--- config.mk ---
export PLATFORM = sky130hd
export DESIGN_NAME = spart_tx_frame
export DESIGN_NICKNAME = d
export VERILOG_FILES = /design/src/rtl/spart_tx_frame.sv
export SDC_FILE = /design/constraint.sdc
export NUM_CORES = 1
export LEC_CHECK = 0
export ABC_CLOCK_PERIOD_IN_PS = 2660
export BUFFER_PORTS_ARGS = -buffer_cell sky130_fd_sc_hd__buf_2
export CAP_MARGIN = 5
export CORE_AREA = 2 2 65 42
export CTS_CLUSTER_DIAMETER = 50
export CTS_CLUSTER_SIZE = 16
export DETAILED_ROUTE_END_ITERATION = 12
export DIE_AREA = 0 0 67 44
export PLACE_DENSITY = 0.83
export SLEW_MARGIN = 10
export SYNTH_ARGS = -nofsm -noshare
export SYNTH_HDL_FRONTEND = slang
export SYNTH_SLANG_ARGS = --single-unit
--- constraint.sdc ---
create_clock -name clk -period 2.66 [get_ports clk]
set_input_delay 0.266 -clock clk [delete_from_list [all_inputs] [get_ports clk]]
set_output_delay 0.266 -clock clk [all_outputs]
set_load 0.02 [all_outputs]
--- src/rtl/spart_tx_frame.sv ---
// Purpose: SPART transmit framer that turns DATA_W-bit words into start/data/[parity]/stop frames, sent LSB first.
// Latency: starting from IDLE, the start bit goes out on the first baud_en after tbr drops. Frames follow each other with no idle gap.
// Backpressure: tbr=0 means the holding register is full. A write made while it is full is dropped and sets the sticky ovr flag.
// Build option: define SPART_TX_PARITY_EN to include the PARITY state and honour parity_mode.
module spart_tx_frame #(
  parameter int DATA_W    = 8,
  parameter int STOP_BITS = 1
) (
  input  logic              clk,
  input  logic              rst_n,
  input  logic              baud_en,
  input  logic              wr_en,
  input  logic [DATA_W-1:0] data,
  input  logic [1:0]        parity_mode,
  input  logic              ovr_clr,
  output logic              out,
  output logic              tbr,
  output logic              busy,
  output logic              ovr
);

  localparam int CNT_W = $clog2(DATA_W + 4);

`ifdef SPART_TX_PARITY_EN
  typedef enum logic [2:0] {S_IDLE, S_START, S_DATA, S_PARITY, S_STOP} state_t;
`else
  typedef enum logic [2:0] {S_IDLE, S_START, S_DATA, S_STOP} state_t;
`endif

  state_t             state_q, state_d;
  logic [CNT_W-1:0]   cnt_q, cnt_d;
  logic [DATA_W-1:0]  shift_q, shift_d;
  logic [DATA_W-1:0]  hold_q, hold_d;
  logic               tbr_q, tbr_d;
  logic               out_q, out_d;
  logic               busy_q, busy_d;
  logic               ovr_q, ovr_d;
  logic               last_stop;
  logic               xfer;
  logic               overrun;
`ifdef SPART_TX_PARITY_EN
  logic               par_en_q, par_en_d;
  logic               par_bit_q, par_bit_d;
`else
  // parity_mode has no function in this build; the port is kept so both builds share one interface
  logic               unused_parity;
  assign unused_parity = ^parity_mode;
`endif

  // The last stop bit finishes on this tick; a pending word can then follow with no idle gap
  assign last_stop = (state_q == S_STOP) && (cnt_q == CNT_W'(STOP_BITS - 1));
  assign xfer      = baud_en && !tbr_q && ((state_q == S_IDLE) || last_stop);
  assign overrun   = wr_en && !tbr_q && !xfer;

  // Next-state logic for the holding register, the overrun flag and the line FSM
  always_comb begin
    state_d = state_q;
    cnt_d   = cnt_q;
    shift_d = shift_q;
    hold_d  = hold_q;
    tbr_d   = tbr_q;
    out_d   = out_q;
    ovr_d   = ovr_q;
`ifdef SPART_TX_PARITY_EN
    par_en_d  = par_en_q;
    par_bit_d = par_bit_q;
`endif

    // A write in the same cycle as a transfer refills the holding register immediately
    if (wr_en && (tbr_q || xfer)) begin
      hold_d = data;
      tbr_d  = 1'b0;
    end else if (xfer) begin
      tbr_d  = 1'b1;
    end

    // If an overrun and a clear arrive together, the set takes priority
    if (overrun)      ovr_d = 1'b1;
    else if (ovr_clr) ovr_d = 1'b0;

    if (baud_en) begin
      case (state_q)
        S_IDLE: begin
          // With no pending word, a tick has no effect here
        end
        S_START: begin
          out_d   = shift_q[0];
          shift_d = shift_q >> 1;
          cnt_d   = CNT_W'(1);
          state_d = S_DATA;
        end
        S_DATA: begin
          if (cnt_q == CNT_W'(DATA_W)) begin
`ifdef SPART_TX_PARITY_EN
            if (par_en_q) begin
              out_d   = par_bit_q;
              state_d = S_PARITY;
            end else begin
              out_d   = 1'b1;
              cnt_d   = '0;
              state_d = S_STOP;
            end
`else
            out_d   = 1'b1;
            cnt_d   = '0;
            state_d = S_STOP;
`endif
          end else begin
            out_d   = shift_q[0];
            shift_d = shift_q >> 1;
            cnt_d   = cnt_q + CNT_W'(1);
          end
        end
`ifdef SPART_TX_PARITY_EN
        S_PARITY: begin
          out_d   = 1'b1;
          cnt_d   = '0;
          state_d = S_STOP;
        end
`endif
        S_STOP: begin
          if (last_stop) begin
            out_d   = 1'b1;
            state_d = S_IDLE;
          end else begin
            out_d   = 1'b1;
            cnt_d   = cnt_q + CNT_W'(1);
          end
        end
        default: begin
          out_d   = 1'b1;
          state_d = S_IDLE;
        end
      endcase

      // A transfer loads the shifter and drives the start bit, from IDLE or from the last stop bit
      if (xfer) begin
        shift_d = hold_q;
        cnt_d   = '0;
        out_d   = 1'b0;
        state_d = S_START;
`ifdef SPART_TX_PARITY_EN
        par_en_d  = (parity_mode == 2'b01) || (parity_mode == 2'b10);
        par_bit_d = (^hold_q) ^ parity_mode[1];
`endif
      end
    end

    busy_d = (state_d != S_IDLE);
  end

  // State registers, with a synchronous reset that aborts any frame in progress
  always_ff @(posedge clk) begin
    if (!rst_n) begin
      state_q <= S_IDLE;
      cnt_q   <= '0;
      shift_q <= '0;
      hold_q  <= '0;
      tbr_q   <= 1'b1;
      out_q   <= 1'b1;
      busy_q  <= 1'b0;
      ovr_q   <= 1'b0;
`ifdef SPART_TX_PARITY_EN
      par_en_q  <= 1'b0;
      par_bit_q <= 1'b0;
`endif
    end else begin
      state_q <= state_d;
      cnt_q   <= cnt_d;
      shift_q <= shift_d;
      hold_q  <= hold_d;
      tbr_q   <= tbr_d;
      out_q   <= out_d;
      busy_q  <= busy_d;
      ovr_q   <= ovr_d;
`ifdef SPART_TX_PARITY_EN
      par_en_q  <= par_en_d;
      par_bit_q <= par_bit_d;
`endif
    end
  end

  assign out  = out_q;
  assign tbr  = tbr_q;
  assign busy = busy_q;
  assign ovr  = ovr_q;

endmodule

# Word-level counts from Yosys, hierarchy flattened

Index checks and enable logic that the tools add are counted.

Add/sub/neg operators: 1
Equal/unequal tests: 7
Multiplexer cells: 19
Reduce and logical (&&, ||, !) cells: 20

Operators with widths:

| kind                  | number |
|---|---|
| $mux W8               | 2 |
| $pmux W8 S2           | 1 |
| $mux W3               | 4 |
| $mux W4               | 3 |
| $pmux W3 S4           | 1 |
| $pmux W4 S3           | 1 |
| $eq A3 B2 Y1 const B  | 2 |
| $logic_and A1 B1 Y1   | 6 |
| $mux W1               | 6 |
| $ne A3 B3 Y1 const B  | 2 |
| $reduce_and A3 Y1     | 2 |
| $reduce_bool A3 Y1    | 2 |
| $add A4 B1 Y4 const B | 1 |
| $eq A4 B4 Y1 const B  | 1 |
| $logic_not A4 Y1      | 1 |
| $reduce_bool A2 Y1    | 2 |
| $reduce_bool A4 Y1    | 1 |
| $eq A3 B1 Y1 const B  | 1 |
| $logic_not A3 Y1      | 1 |
| $pmux W1 S3           | 1 |
| $logic_not A1 Y1      | 2 |
| $logic_or A1 B1 Y1    | 2 |
| $ne A2 B2 Y1 const B  | 1 |
| $reduce_and A2 Y1     | 1 |

Bits in registers: 27
Output and inout port bits: 4
Logic and storage cells: 55

# Logic depth before layout (Yosys ltp)

Depth in word-level cells: 7
Gate-level depth with buffers: 8
Mapped depth without buffers: 7

# Worst setup path after synthesis

Ideal clock, no wire load.

Path type: flip-flop to flip-flop
From: reg cnt_q[0]
To: reg shift_q[7]
Setup time: 118 ps
Arrival: 1647 ps
Setup slack: 895 ps
Cell stages (with the launch flop): 8
Cell sequence: dfxtp_1 -> inv_1 -> ha_1 -> or2b_2 -> a21bo_2 -> a221o_2 -> a22oi_1 -> nor2b_1

Cells in the longest elaborated chain, start to end: 6
Elaborated cells between the ends (all ways): 9

Ends and longest elaborated chain:

| item                                                                | RTL line | text |
|---|---|---|
| start: declaration                                                  | 31       | `logic [CNT_W-1:0] cnt_q, cnt_d;` |
| start signal: assignment                                            | 169      | `cnt_q <= cnt_d;` |
| $logic_not A4 Y1                                                    | 51       | `assign last_stop = (state_q == S_STOP) && (cnt_q == CNT_W'(STOP_BITS - 1));` |
| $logic_and A1 B1 Y1                                                 | 51       |  |
| $logic_or A1 B1 Y1                                                  | 52       | `assign xfer = baud_en && !tbr_q && ((state_q == S_IDLE) \|\| last_stop);` |
| $logic_and A1 B1 Y1                                                 | 52       |  |
| $ne A3 B3 Y1 (no source line) or $reduce_bool A3 Y1 (tied branches) | --       |  |
| $reduce_and A3 Y1 (no source line)                                  | --       |  |
| end signal: assignment                                              | 170      | `shift_q <= shift_d;` |
| end: declaration                                                    | 32       | `logic [DATA_W-1:0] shift_q, shift_d;` |

Several ways; a longest one is shown, not always the timed one.
A chain may end at the register's enable or synchronous reset.

# Worst setup path after layout

From: reg cnt_q[0]
To: reg hold_q[0]

Cells in the longest elaborated chain, start to end: 6

Ends and longest elaborated chain:

| item                   | RTL line | text |
|---|---|---|
| $logic_not A4 Y1       | 51       |  |
| $logic_and A1 B1 Y1    | 51       |  |
| $logic_or A1 B1 Y1     | 52       |  |
| $logic_and A1 B1 Y1    | 52       |  |
| $logic_or A1 B1 Y1     | 70       | `if (wr_en && (tbr_q \|\| xfer)) begin` |
| $logic_and A1 B1 Y1    | 70       |  |
| end signal: assignment | 171      | `hold_q <= hold_d;` |
| end: declaration       | 33       | `logic [DATA_W-1:0] hold_q, hold_d;` |

Every way passes these cells.

==> results.md <==
- Top cell type's share of synthesized area: 40.7%
- Cells after DPL: 186
- Post-cts sizing count: 0
- Async SR Flop Fraction: 0%
- Yosys top cell by area: dfxtp_1
- Slowest stage delay, CP: 500 ps
- Crit share post-route: 81.3%
- Number of nets in the final layout: 176
- PwrDens: 555 nW/um^2
- Routed len/inst: approximately 13 um
- Comb power frac: a little over an eighth
- EDFF count, synth: 0
- Status: complete, no violations
- Final Skew: 6.89 ps
- Setup Crit Path Kind: register to register
- RSZ-0062 raised after global routing: false
- Met2 WL: 1090 um
- Post-Synthesis Cells: 144
- Reg power frac: 55.5%
- Post-synth net total: 161
- Synth unique cells: 39
- Post-synthesis sequential area ratio: 40.7%
- Worst-case clock buffer depth: 2
- Worst Setup End Kind: register
- Metal-1 WL: between 1000 and 1500 um
- Initial Utilization: between 50 and 60%
- Commonest non-fill, non-tap cells in the layout: dfxtp_1 (27), a21oi_1 (20), buf_2 (16)
- # setup viols final: 0
- Worst Setup Start Kind: register
- Fmax achieved: around 0.46 GHz
- Area growth syn-to-layout: 8.86%
- Synth Cell Area: 1330 sq um
- Max-cap violations: 0
- Vias in the first global route: 903
- All-Layer GR Usage: 19.7%
- Worst path arrival time: 2340 ps
- Max FO, Critical Path: 8
- Fin crit period: 2160 ps
- Clock Tree Root: clkbuf_8
- CTS tree: yes
- Worst-margin pin slew: 554 ps
- Initial antenna violation count: 0
- Ant diodes: 0
- Mean area per synthesized cell: between 9 and 10 sq um
- Core Region: 2380 sq um
- Share of layout cells above drive strength 1: 19.6%
- Most used flip-flop cell after synthesis: dfxtp_1
- Num rows: 14
- DRC viols: 0
- Vias per cell: approximately 5.7
- GP Congestion: a little under 0.8
- First-pass GRT wire length: ~4300 um
- Post-CTS Setup Bufs: 0
- NetSw: 0.216 mW
- Clock power frac: around 31%
- Seq cells post-synth: 27
- Drt first pass iters: 4
- Int Power: roughly 0.6 mW
- Die ar.: ~2900 sq um
- H-tree depth: 1
- Most common cell after layout, fill and taps aside: dfxtp_1
- HP Class: input pin to register
- Cts bufs inserted: 3
- Die Span Y: 44 um
- Switching part of the total: 27.0%
- PortBufs: 16
- Synth warnings: 0
- Clock Sinks: 27
- 1st-iter DRT viols: 54
- Slew margin rel.: 63.0%
- Final wirelength: between 2000 and 2500 um
- Lkg Pwr: 0.572 nW
- Top Metal Used: met3
- Fillers: 214
- Die W: 67 um
- Synth top area cells: dfxtp_1 (41%), a21oi_1 (7.5%), nor2b_1 (7.1%), mux2i_1 (6.0%), o21ai_0 (4.5%)
- Skew-Pair Late Insertion Delay: 280 ps
- Fin. Hold Viols: 0
- Post-DP HPWL: 1760 um
- Setup_tns: 0 ps
- Post-Layout Cell Count: 190
- Grt total ovfl: 0
- Slowest cell on the critical path: nand2b_1
- Worst path required time: about 2800 ps
- Largest net degree at the start of global routing: 25
- Fin. max-slew vios: 0
- Clock transition at the registers of the reported paths: approximately 100 ps
- Critical path, cell by cell: inv_1, ha_1, and4bb_4, a311oi_2, nand2b_1, mux2i_1, nor2b_1
- ANT nets after route: 0
- Hold_buf cts: 0
- IO Count: 19
- Worst vdd ir: 0.446 mV
- Via Count: roughly 1,100
- Met3 routed WL: 140 um
==> power groups by stage <==
stage | combinational, mW | clock, mW | sequential (mW)
4_1_cts | 0.110 | 0.252 | 0.445
3_3_place_gp | 0.105 | 0 | 0.453
6_report | 0.110 | 0.247 | 0.446
2_1_floorplan | 0.0855 | 0 | 0.453
3_5_place_dp | 0.110 | 0 | 0.454
5_1_grt | 0.123 | 0.273 | 0.450
==> synth_stat cells (2+ instances only) <==
cell / count
a21oi_1: 20
buf_6: 4
clkbuf_1: 2
dfxtp_1: 27
ha_1: 2
inv_1: 4
mux2i_1: 8
nand2_1: 11
nand2b_1: 4
nand3b_1: 2
nor2_1: 6
nor2b_1: 15
nor3_1: 2
o21ai_0: 12
==> cell type report <==
type	count	area [sq um]	share of cell area (%)
sequential	27	541	37.4
multi-input combinational	107	719	49.8
clock buffer	3	41.3	2.86
inverter	4	15.0	1.04
tap	32	40.0	2.77
timing repair buffer	16	80.1	5.54
clock inverter	1	8.76	0.606
==> critical path: cells and delay by family (launching register included) <==
kind	cells	cell delay [ps]
AOI/OAI and AO/OA	1	310
DFF	1	400
muxes	1	270
and+or+nand+nor	3	800
buffers and inverters	1	60
adders and majority gates	1	220
==> kinds of logic after synthesis <==
group,count (synthesis),share of synthesized area (%)
simple gates,49,22.0
compound gates,47,23.7
flops,27,40.7
buf+inv,10,5.09
mux,8,6.03
fa+ha+maj,2,1.88
xor+xnor,1,0.660
==> through the flow <==
step	util, %	power, mW	cell area, sq um	hold WS (ps)	setup slack [ps]
global route	60.7	0.845	1450	197	360
global placement	58.6	0.559	1400	436	614
floorplan	-	0.539	1330	382	895
finish	60.7	0.803	1450	203	498
detailed placement	58.6	0.564	1400	445	530
CTS	60.7	0.808	1450	207	494
==> worst paths after layout <==
kind	start	end	slack [ps]	cells after the start
max	cnt_q[0]$_SDFFE_PN0P_	hold_q[0]$_SDFFE_PN0P_	500	7
min	wr_en	tbr$_SDFFE_PN1P_	200	2
max reg2reg	cnt_q[0]$_SDFFE_PN0P_	hold_q[0]$_SDFFE_PN0P_	500	7
min reg2reg	shift_q[6]$_SDFFE_PN0P_	shift_q[5]$_SDFFE_PN0P_	450	2
==> registers in the layout, summed over array words and instances, names as in the netlist <==
name and cells:
out 1, busy 1, tbr 1, state_q 3
ovr 1, hold_q 8, cnt_q 4, shift_q 8
==> routing by layer <==
| layer | vias to the layer above | GRT usage (%) |
|---|---|---|
| li1 | 545 | - |
| met5 | - | 0 |
| met4 | 0 | 3.67 |
| met2 | 25 | 29.5 |
| met1 | 515 | 28.1 |
| met3 | 0 | 6.23 |
(Power assumes the default switching activity.)
